File: config.mk
export PLATFORM = sky130hd
export DESIGN_NAME = ttl_163_chain_seq_flat
export DESIGN_NICKNAME = d
export VERILOG_FILES = /design/src/rtl/ttl_163_chain_seq_if.sv /design/src/rtl/ttl_163_chain_seq.sv /design/src/flat_wrapper.sv
export SDC_FILE = /design/constraint.sdc
export NUM_CORES = 1
export LEC_CHECK = 0
export ABC_AREA = 1
export BUFFER_PORTS_ARGS = -buffer_cell sky130_fd_sc_hd__buf_2
export CAP_MARGIN = 20
export CORE_ASPECT_RATIO = 1.4
export CORE_MARGIN = 2
export CORE_UTILIZATION = 25
export CTS_BUF_LIST = sky130_fd_sc_hd__clkbuf_4 sky130_fd_sc_hd__clkbuf_8
export DETAILED_ROUTE_END_ITERATION = 6
export GPL_ROUTABILITY_DRIVEN = 0
export GPL_TIMING_DRIVEN = 0
export REMOVE_ABC_BUFFERS = 1
export SLEW_MARGIN = 25
export SYNTH_ARGS = -nofsm -noshare
export SYNTH_HDL_FRONTEND = slang
export SYNTH_SLANG_ARGS = --single-unit
File: constraint.sdc
create_clock -name Clk -period 2.7 [get_ports Clk]
set_input_delay 0.27 -clock Clk [delete_from_list [all_inputs] [get_ports Clk]]
set_output_delay 0.27 -clock Clk [all_outputs]
set_load 0.05 [all_outputs]
File: src/rtl/ttl_163_chain_seq_if.sv
// rtl/ttl_163_chain_seq_if.sv - control/status bus between the sequencer and a 74163 counter chain
interface ttl_163_chain_seq_if #(
  parameter int WIDTH = 8
);
  logic             Clear_bar;
  logic             Load_bar;
  logic             ENT;
  logic             ENP;
  logic [WIDTH-1:0] D;
  logic [WIDTH-1:0] Q_in;
  logic             RCO_in;

  // Sequencer side: drives the chain controls, observes Q and RCO
  modport master (
    output Clear_bar, Load_bar, ENT, ENP, D,
    input  Q_in, RCO_in
  );

  // Counter chain side
  modport slave (
    input  Clear_bar, Load_bar, ENT, ENP, D,
    output Q_in, RCO_in
  );
endinterface

File: src/rtl/ttl_163_chain_seq.sv
// rtl/ttl_163_chain_seq.sv - start/stop/pause sequencer for a 74163 chain; optional SEQ163_RCO_CHECK_EN
module ttl_163_chain_seq #(
  parameter int WIDTH = 8
) (
  input  logic                   Clk,
  input  logic                   Reset_bar,
  input  logic                   Cen,
  input  logic                   Start,
  input  logic                   Stop,
  input  logic                   Pause,
  input  logic                   Mode,
  input  logic [WIDTH-1:0]       Load_val,
  input  logic [WIDTH-1:0]       Term_val,
  ttl_163_chain_seq_if.master    ch,
  output logic                   Busy,
  output logic                   Done,
  output logic                   Wrap,
  output logic                   Err
);

  typedef enum logic [2:0] {S_CLR, S_IDLE, S_LOAD, S_RUN, S_PAUSE, S_DONE} state_t;

  localparam logic [WIDTH-1:0] ONE = {{(WIDTH-1){1'b0}}, 1'b1};

  state_t           state, state_n;
  logic             last_cen;
  logic             tick;
  logic             clear_q, clear_n;
  logic             load_q, load_n;
  logic             ent_q, ent_n;
  logic             enp_q, enp_n;
  logic [WIDTH-1:0] d_q, d_n;
  logic             done_q, done_n;
  logic             wpend_q, wpend_n;
  logic             wrap_q;
  logic [WIDTH-1:0] pred;
  logic             term_hit;

  assign tick = Cen & ~last_cen;

  // Cen edge detector runs every Clk; starts high so a Cen already high is not a tick
  always_ff @(posedge Clk or negedge Reset_bar) begin
    if (!Reset_bar) last_cen <= 1'b1;
    else            last_cen <= Cen;
  end

  // State and control registers advance only on a tick
  always_ff @(posedge Clk or negedge Reset_bar) begin
    if (!Reset_bar) begin
      state   <= S_CLR;
      clear_q <= 1'b0;
      load_q  <= 1'b1;
      ent_q   <= 1'b0;
      enp_q   <= 1'b0;
      d_q     <= '0;
      done_q  <= 1'b0;
      wpend_q <= 1'b0;
    end else if (tick) begin
      state   <= state_n;
      clear_q <= clear_n;
      load_q  <= load_n;
      ent_q   <= ent_n;
      enp_q   <= enp_n;
      d_q     <= d_n;
      done_q  <= done_n;
      wpend_q <= wpend_n;
    end
  end

  // Wrap is a one-Clk pulse on the tick where the chain applies a reload
  always_ff @(posedge Clk or negedge Reset_bar) begin
    if (!Reset_bar) wrap_q <= 1'b0;
    else            wrap_q <= tick & wpend_q;
  end

  // Next state and next controls; pred is what the chain will hold after this tick
  always_comb begin
    pred     = !load_q ? d_q : ((ent_q & enp_q) ? ch.Q_in + ONE : ch.Q_in);
    term_hit = (pred == Term_val);
    state_n  = state;
    clear_n  = 1'b1;
    load_n   = 1'b1;
    ent_n    = ent_q;
    enp_n    = enp_q;
    d_n      = d_q;
    done_n   = done_q;
    wpend_n  = 1'b0;
    if (Stop) begin
      state_n = S_CLR;
      clear_n = 1'b0;
      ent_n   = 1'b0;
      enp_n   = 1'b0;
      done_n  = 1'b0;
    end else begin
      case (state)
        S_CLR: begin
          state_n = S_IDLE;
          ent_n   = 1'b0;
          enp_n   = 1'b0;
        end
        S_IDLE, S_DONE: begin
          ent_n = 1'b0;
          enp_n = 1'b0;
          if (Start) begin
            state_n = S_LOAD;
            load_n  = 1'b0;
            d_n     = Load_val;
            done_n  = 1'b0;
          end
        end
        S_LOAD, S_RUN: begin
          if (term_hit) begin
            if (!Mode) begin
              state_n = S_RUN;
              load_n  = 1'b0;
              d_n     = Load_val;
              ent_n   = 1'b1;
              enp_n   = 1'b1;
              wpend_n = 1'b1;
            end else begin
              state_n = S_DONE;
              ent_n   = 1'b0;
              enp_n   = 1'b0;
              done_n  = 1'b1;
            end
          end else if (state == S_RUN && Pause) begin
            state_n = S_PAUSE;
            ent_n   = 1'b1;
            enp_n   = 1'b0;
          end else begin
            state_n = S_RUN;
            ent_n   = 1'b1;
            enp_n   = 1'b1;
          end
        end
        S_PAUSE: begin
          ent_n = 1'b1;
          enp_n = 1'b0;
          if (!Pause) begin
            state_n = S_RUN;
            enp_n   = 1'b1;
          end
        end
        default: begin
          state_n = S_CLR;
          clear_n = 1'b0;
          ent_n   = 1'b0;
          enp_n   = 1'b0;
        end
      endcase
    end
  end

`ifdef SEQ163_RCO_CHECK_EN
  logic err_q;

  // Sticky flag when the chain's RCO disagrees with ENT & all-ones Q
  always_ff @(posedge Clk or negedge Reset_bar) begin
    if (!Reset_bar)                                 err_q <= 1'b0;
    else if (tick && Stop)                          err_q <= 1'b0;
    else if (tick && (ch.RCO_in != (ent_q & (&ch.Q_in)))) err_q <= 1'b1;
  end

  assign Err = err_q;
`else
  logic unused_rco;
  assign unused_rco = ch.RCO_in;
  assign Err        = 1'b0;
`endif

  assign ch.Clear_bar = clear_q;
  assign ch.Load_bar  = load_q;
  assign ch.ENT       = ent_q;
  assign ch.ENP       = enp_q;
  assign ch.D         = d_q;
  assign Busy         = (state == S_LOAD) || (state == S_RUN) || (state == S_PAUSE);
  assign Done         = done_q;
  assign Wrap         = wrap_q;

endmodule

File: src/flat_wrapper.sv
// flat-port wrapper written by rule: the top's interface ports become plain ports
module ttl_163_chain_seq_flat 
#(
  parameter int WIDTH = 8
)
  (Clk, Reset_bar, Cen, Start, Stop, Pause, Mode, Load_val, Term_val, Busy, Done, Wrap, Err, ch_Clear_bar, ch_Load_bar, ch_ENT, ch_ENP, ch_D, ch_Q_in, ch_RCO_in);
  ttl_163_chain_seq_if #(.WIDTH(WIDTH)) ch_i ();
  input  logic Clk;
  input  logic Reset_bar;
  input  logic Cen;
  input  logic Start;
  input  logic Stop;
  input  logic Pause;
  input  logic Mode;
  input  logic [WIDTH-1:0] Load_val;
  input  logic [WIDTH-1:0] Term_val;
  output logic Busy;
  output logic Done;
  output logic Wrap;
  output logic Err;
  output wire logic [$bits(ch_i.Clear_bar)-1:0] ch_Clear_bar;
  output wire logic [$bits(ch_i.Load_bar)-1:0] ch_Load_bar;
  output wire logic [$bits(ch_i.ENT)-1:0] ch_ENT;
  output wire logic [$bits(ch_i.ENP)-1:0] ch_ENP;
  output wire logic [$bits(ch_i.D)-1:0] ch_D;
  input wire logic [$bits(ch_i.Q_in)-1:0] ch_Q_in;
  input wire logic [$bits(ch_i.RCO_in)-1:0] ch_RCO_in;
  assign ch_Clear_bar = ch_i.Clear_bar;
  assign ch_Load_bar = ch_i.Load_bar;
  assign ch_ENT = ch_i.ENT;
  assign ch_ENP = ch_i.ENP;
  assign ch_D = ch_i.D;
  assign ch_i.Q_in = ch_Q_in;
  assign ch_i.RCO_in = ch_RCO_in;
  ttl_163_chain_seq #(.WIDTH(WIDTH)) u_core (.Clk(Clk), .Reset_bar(Reset_bar), .Cen(Cen), .Start(Start), .Stop(Stop), .Pause(Pause), .Mode(Mode), .Load_val(Load_val), .Term_val(Term_val), .ch(ch_i), .Busy(Busy), .Done(Done), .Wrap(Wrap), .Err(Err));
endmodule
After elaboration in Yosys (flattened, before gate mapping)
Cells that the tools add are included.
{"block": "op_classes", "n_addsub": 1, "eq_ne": 13, "n_mux": 37, "n_bitwise": 5, "n_reduce_logical": 12}
{"operator": "two-way mux 8 bit", "count": 5}
{"operator": "two-way mux 1 bit", "count": 20}
{"operator": "two-way mux 3 bit", "count": 6}
{"operator": "one-hot mux 8 bit (2 select lines)", "count": 1}
{"operator": "one-hot mux 3 bit (4 select lines)", "count": 1}
{"operator": "inequality test 3 bit (second input constant)", "count": 3}
{"operator": "adder 8 x 1 -> 8 bit (second input constant)", "count": 1}
{"operator": "== test 8 bit", "count": 1}
{"operator": "one-hot mux 1 bit (2 select lines)", "count": 4}
{"operator": "== test 3 x 2 -> 1 bit (second input constant)", "count": 2}
{"operator": "== test 3 bit (second input constant)", "count": 2}
{"operator": "AND reduction 6 bit", "count": 1}
{"operator": "OR reduction 6 bit", "count": 1}
{"operator": "AND reduction 5 bit", "count": 1}
{"operator": "inequality test 2 bit (second input constant)", "count": 2}
{"operator": "OR reduction 2 bit", "count": 2}
{"operator": "bitwise AND 1 bit", "count": 3}
{"operator": "== test 3 x 1 -> 1 bit (second input constant)", "count": 1}
{"operator": "logical NOT 3 bit", "count": 1}
{"operator": "inequality test 3 x 2 -> 1 bit (second input constant)", "count": 1}
{"operator": "AND reduction 3 bit", "count": 1}
{"operator": "nonzero test 3 bit", "count": 1}
{"operator": "logical OR 1 bit", "count": 2}
{"operator": "inequality test 2 x 1 -> 1 bit (second input constant)", "count": 1}
{"operator": "3 further kinds", "count": 4}
{"block": "word_totals", "register_bits": 19, "in_bits": 32, "output_inout_bits": 16, "elab_cells": 78}

Longest topological paths before layout
{"block": "depth", "word_depth": 7, "ltp_mapped": 16, "ltp_nobuf": 16}

Worst setup path after synthesis
OpenSTA, ideal clock, no wires.
{"block": "synth_timing", "kind": "reg-to-reg", "startpoint": "register u_core.ent_q, in the netlist u_core.ch.ENT", "endpoint": "register u_core.d_q[7], in the netlist u_core.ch.D[7]", "setup_time_ns": 0.119, "arrival_ns": 1.909, "required_ns": 2.581, "setup_slack_ns": 0.671, "stages_incl_launch_ff": 14, "path_buffers": 0, "synth_period_minus_slack_ns": 2.029, "path_cell_list": "dfrtp_1 > nand2_4 > nor2_4 > nand4_1 > nand3_2 > nand2_1 > nand2_1 > nand2_2 > nor2_8 > nand3_4 > nand2_4 > nand2_4 > nand2_1 > nand2_1"}
{"block": "synth_between", "elab_chain_len": 6}
{"item": "start: declaration", "line_no": "ttl_163_chain_seq.sv:30", "text": "logic ent_q, ent_n;"}
{"item": "start signal: assignment", "line_no": "ttl_163_chain_seq.sv:62", "text": "ent_q <= ent_n;"}
{"item": "bitwise AND 1 bit", "line_no": "ttl_163_chain_seq.sv:78", "text": "pred = !load_q ? d_q : ((ent_q & enp_q) ? ch.Q_in + ONE : ch.Q_in);"}
{"item": "two-way mux 8 bit (2 in series)", "line_no": "ttl_163_chain_seq.sv:78"}
{"item": "== test 8 bit", "line_no": "ttl_163_chain_seq.sv:79", "text": "term_hit = (pred == Term_val);"}
{"item": "inequality test 2 x 1 -> 1 bit (no source line)"}
{"item": "AND reduction 6 bit (no source line)"}
{"item": "end signal: assignment", "line_no": "ttl_163_chain_seq.sv:64", "text": "d_q <= d_n;"}
{"item": "end: declaration", "line_no": "ttl_163_chain_seq.sv:32", "text": "logic [WIDTH-1:0] d_q, d_n;"}
No other way between the ends.
A chain may end at the register's enable or synchronous reset.

Worst setup path after layout
{"block": "layout_timing", "startpoint": "register u_core.load_q, in the netlist u_core.ch.Load_bar", "endpoint": "register u_core.d_q[1], in the netlist u_core.ch.D[1]"}
{"block": "layout_between", "elab_chain_len": 4}
{"item": "start: declaration", "line_no": "ttl_163_chain_seq.sv:29", "text": "logic load_q, load_n;"}
{"item": "start signal: assignment", "line_no": "ttl_163_chain_seq.sv:61", "text": "load_q <= load_n;"}
{"item": "two-way mux 8 bit", "line_no": "ttl_163_chain_seq.sv:78"}
{"item": "== test 8 bit", "line_no": "ttl_163_chain_seq.sv:79"}
{"item": "inequality test 2 x 1 -> 1 bit (no source line)"}
{"item": "AND reduction 6 bit (no source line)"}
No other way between the ends.

==> impl_metrics.py <==
metrics = {
    "finish": {
        "final_nets": 304,
        "syn2layout_area_growth_pct": 22.9,
        "fin_area_um2": 1900,
        "drive_gt1_share_pct": 29.6,
        "antenna_cells": 0,
    },
    "synthesis": {
        "async_flop_share_pct": 100,
        "synth-edff-count": 0,
        "yosys-top-cells-count": "nand2_1, nand3_1, inv_1",
        "synth_top_area_share_pct": 27.6,
        "yosys.area.top_type": "dfrtp_1",
        "syn_avg_cell_area_um2": 6.95,
        "yosys_most_used_dff": "dfrtp_1",
        "synthCells": 222,
        "yosys-top-cells-area": "dfrtp_1, nand2_1, nand3_1, inv_1, nor2_8",
        "ys_seq_elements": 19,
        "yosysSeqAreaShare_pct": 31.0,
        "synth_most_common_cell": "nand2_1",
        "synth_cell_types": 31,
        "syn_area_um2": 1540,
        "ys_warn_count": 0,
    },
    "grt": {
        "grt_usage_pct": 11.5,
        "grt_busiest_layer": "met2",
        "grtUsageMet2_pct": 21.2,
        "grtUsageMet3_pct": 1.56,
        "grt_use_met1_pct": 13.4,
        "antenna_found_initial": 0,
        "overflow": 0,
        "grt_max_degree": 20,
        "grt_pass1_wl_um": 6390,
        "grt_pass1_vias": 1444,
    },
    "detailed_routing": {
        "num_vias": 1520,
        "routed_wl_um": 3800,
        "avgViaCountPerCell": 4.47,
        "drt_iter0_drc": 31,
        "final_antenna_net_count": 0,
        "wl_per_cell_um": 11.2,
        "drc": 0,
        "firstDrtPassIters": 4,
    },
    "sta": {
        "rsz0062_at_grt": "false",
        "period_needed_ns": 2.08,
        "fin_crit_sh_pct": 77.0,
        "slew_headroom_pct": 54.2,
        "slew_violations": 0,
        "hold_viol_final": 0,
        "worst_pin_slew_ns": 0.687,
        "setup_tns_ns": 0,
        "finalSetupViolations": 0,
        "fmax_ghz": 0.481,
        "finClkSkew_ns": 0.00198,
    },
    "setup_path": {
        "start_kind": "flop",
        "path_class": "flop to flop",
        "worst-path-max-fanout": 16,
        "critical_path_required_ns": 2.85,
        "critPathCaptureType": "flop",
        "arrival_ns": 2.23,
    },
    "place": {
        "placed_cell_area_um2": 1840,
        "dp_hpwl_um": 3150,
        "numPortBuffers": 45,
    },
    "hold_path": {
        "hold_class": "primary input to flop",
    },
    "cts": {
        "cts_resized": 0,
        "postCtsHoldBufs": 1,
        "htree_levels": 1,
        "insertion_delay_ns": 0.26,
        "post-cts-setup-buffers": 0,
        "path_clk_slew_ns": 0.07,
        "clockRootBuffer": "clkbuf_8",
        "cts.sinks": 19,
        "cts_buffer_depth": 2,
        "cts_buffers": 3,
        "cts_tree": "built",
    },
    "floorplanning": {
        "io_pins": 48,
        "rows": 33,
        "fp.dieH_um": 97.0,
        "core_area_um2": 5900,
        "initial_core_util_pct": 26.1,
        "dieArea_um2": 6830,
        "die_x_um": 70.4,
    },
    "power": {
        "seqPwrFrac_pct": 32.4,
        "p_int_uw": 674,
        "p_per_area_nw_per_um2": 724,
        "p_sw_share_pct": 50.9,
        "leakage_nw": 1.07,
        "combPwrFrac_pct": 52.5,
        "p_clk_share_pct": 15.1,
        "p_sw_uw": 700,
        "ir_drop_mv": 0.276,
    },
    "outcome": {
        "status": "completed",
    },
    "flow_run": {
        "cap_violations": 0,
    },
}
[cell type report]
cell class / instances / area [µm²]
repair buffers: 46 / 235
fillers: 641 / 4010
clock buffers: 4 / 48.8
well taps: 70 / 87.6
inverters: 33 / 124
multi-input cells: 168 / 923
flip-flops and latches: 19 / 478
[metrics by stage]
step / hold slack (ns) / setup WS [ns] / util, % / instances / total power, mW
2_1_floorplan: -0.0256 / 0.661 / - / 220 / 0.993
4_1_cts: 0.114 / 0.573 / 32.1 / 340 / 1.39
3_5_place_dp: 0.246 / 0.589 / 31.1 / 335 / 1.18
3_3_place_gp: 0.238 / 0.616 / 31.1 / 335 / 1.17
5_1_grt: 0.108 / 0.406 / 32.1 / 340 / 1.48
6_report: 0.117 / 0.620 / 32.1 / 340 / 1.37
[critical path: stages, from the launching register on]
cell	delay [ns]
dfstp_2	0.71
inv_1	0.17
nand2_1	0.11
nand2_1	0.05
nand2_1	0.05
nand2_1	0.05
nor2_1	0.09
nand2_1	0.10
nor2_4	0.13
nand3_4	0.12
nand2_4	0.14
nand2_4	0.09
nand2_1	0.09
nand2_1	0.05
[flip-flops by register name, summed over array words and instances (netlist names)]
| name | count |
|---|---|
| u_core.ch.ENT | 1 |
| u_core.ch.ENP | 1 |
| u_core.wpend_q | 1 |
| u_core.state | 3 |
| u_core.ch.D | 8 |
| u_core.Done | 1 |
| u_core.ch.Load_bar | 1 |
| u_core.last_cen | 1 |
| u_core.ch.Clear_bar | 1 |
| u_core.Wrap | 1 |
[layout by cell type (no fill, tap or decap), types with 2 or more instances in the layout]
master	count
nand3b_1	2
nand2_2	4
nor2_4	4
inv_1	30
nor2_8	3
dfrtp_1	17
clkinv_1	2
o21ai_1	3
or2_2	5
nor2_1	11
nand3_1	31
clkbuf_8	3
nand4_1	5
o21ai_0	6
nand2_4	3
dfstp_2	2
nand2_1	75
buf_2	45
nand3_2	5
[cells by family (layout without fill, tap and decap cells)]
| logic type | Yosys count | in the layout | synth area share [%] |
|---|---|---|---|
| simple gates | 152 | 152 | 52.4 |
| buf+inv | 35 | 83 | 9.24 |
| flops | 19 | 19 | 31.0 |
| compound gates | 14 | 14 | 6.32 |
| fa+ha+maj | 1 | 1 | 0.810 |
| other cells | 1 | 1 | 0.243 |
[final timing paths]
check                      slack [ns]                             from  cells past startpoint                              end
setup reg to reg                 0.62   u_core.ch.Load_bar$_DFFE_PN1P_                     13       u_core.ch.D[1]$_DFFE_PN0P_
setup / recovery                 0.62   u_core.ch.Load_bar$_DFFE_PN1P_                     13       u_core.ch.D[1]$_DFFE_PN0P_
hold reg to reg                  0.49  u_core.ch.Clear_bar$_DFFE_PN0P_                      2  u_core.ch.Clear_bar$_DFFE_PN0P_
min in group asynchronous        0.48                        Reset_bar                      2      u_core.state[2]$_DFFE_PN0P_
hold / removal                   0.12                              Cen                      1        u_core.last_cen$_DFF_PN1_
max in group asynchronous        1.89                        Reset_bar                      2   u_core.ch.Load_bar$_DFFE_PN1P_
[power by group through the flow]
stage / logic, mW / clock network [mW] / registers, mW
finish: 0.721 / 0.208 / 0.445
global route: 0.795 / 0.228 / 0.458
CTS: 0.731 / 0.214 / 0.447
detailed placement: 0.728 / 0 / 0.453
global placement: 0.721 / 0 / 0.451
floorplan: 0.325 / 0 / 0.668
[per-layer routing]
layer / vias up / wire length, µm
met5: - / 0
met4: 0 / 55
met3: 5 / 167
met2: 37 / 2010
met1: 677 / 1570
li1: 801 / -
Note: power is estimated with default switching activity, not from simulation.
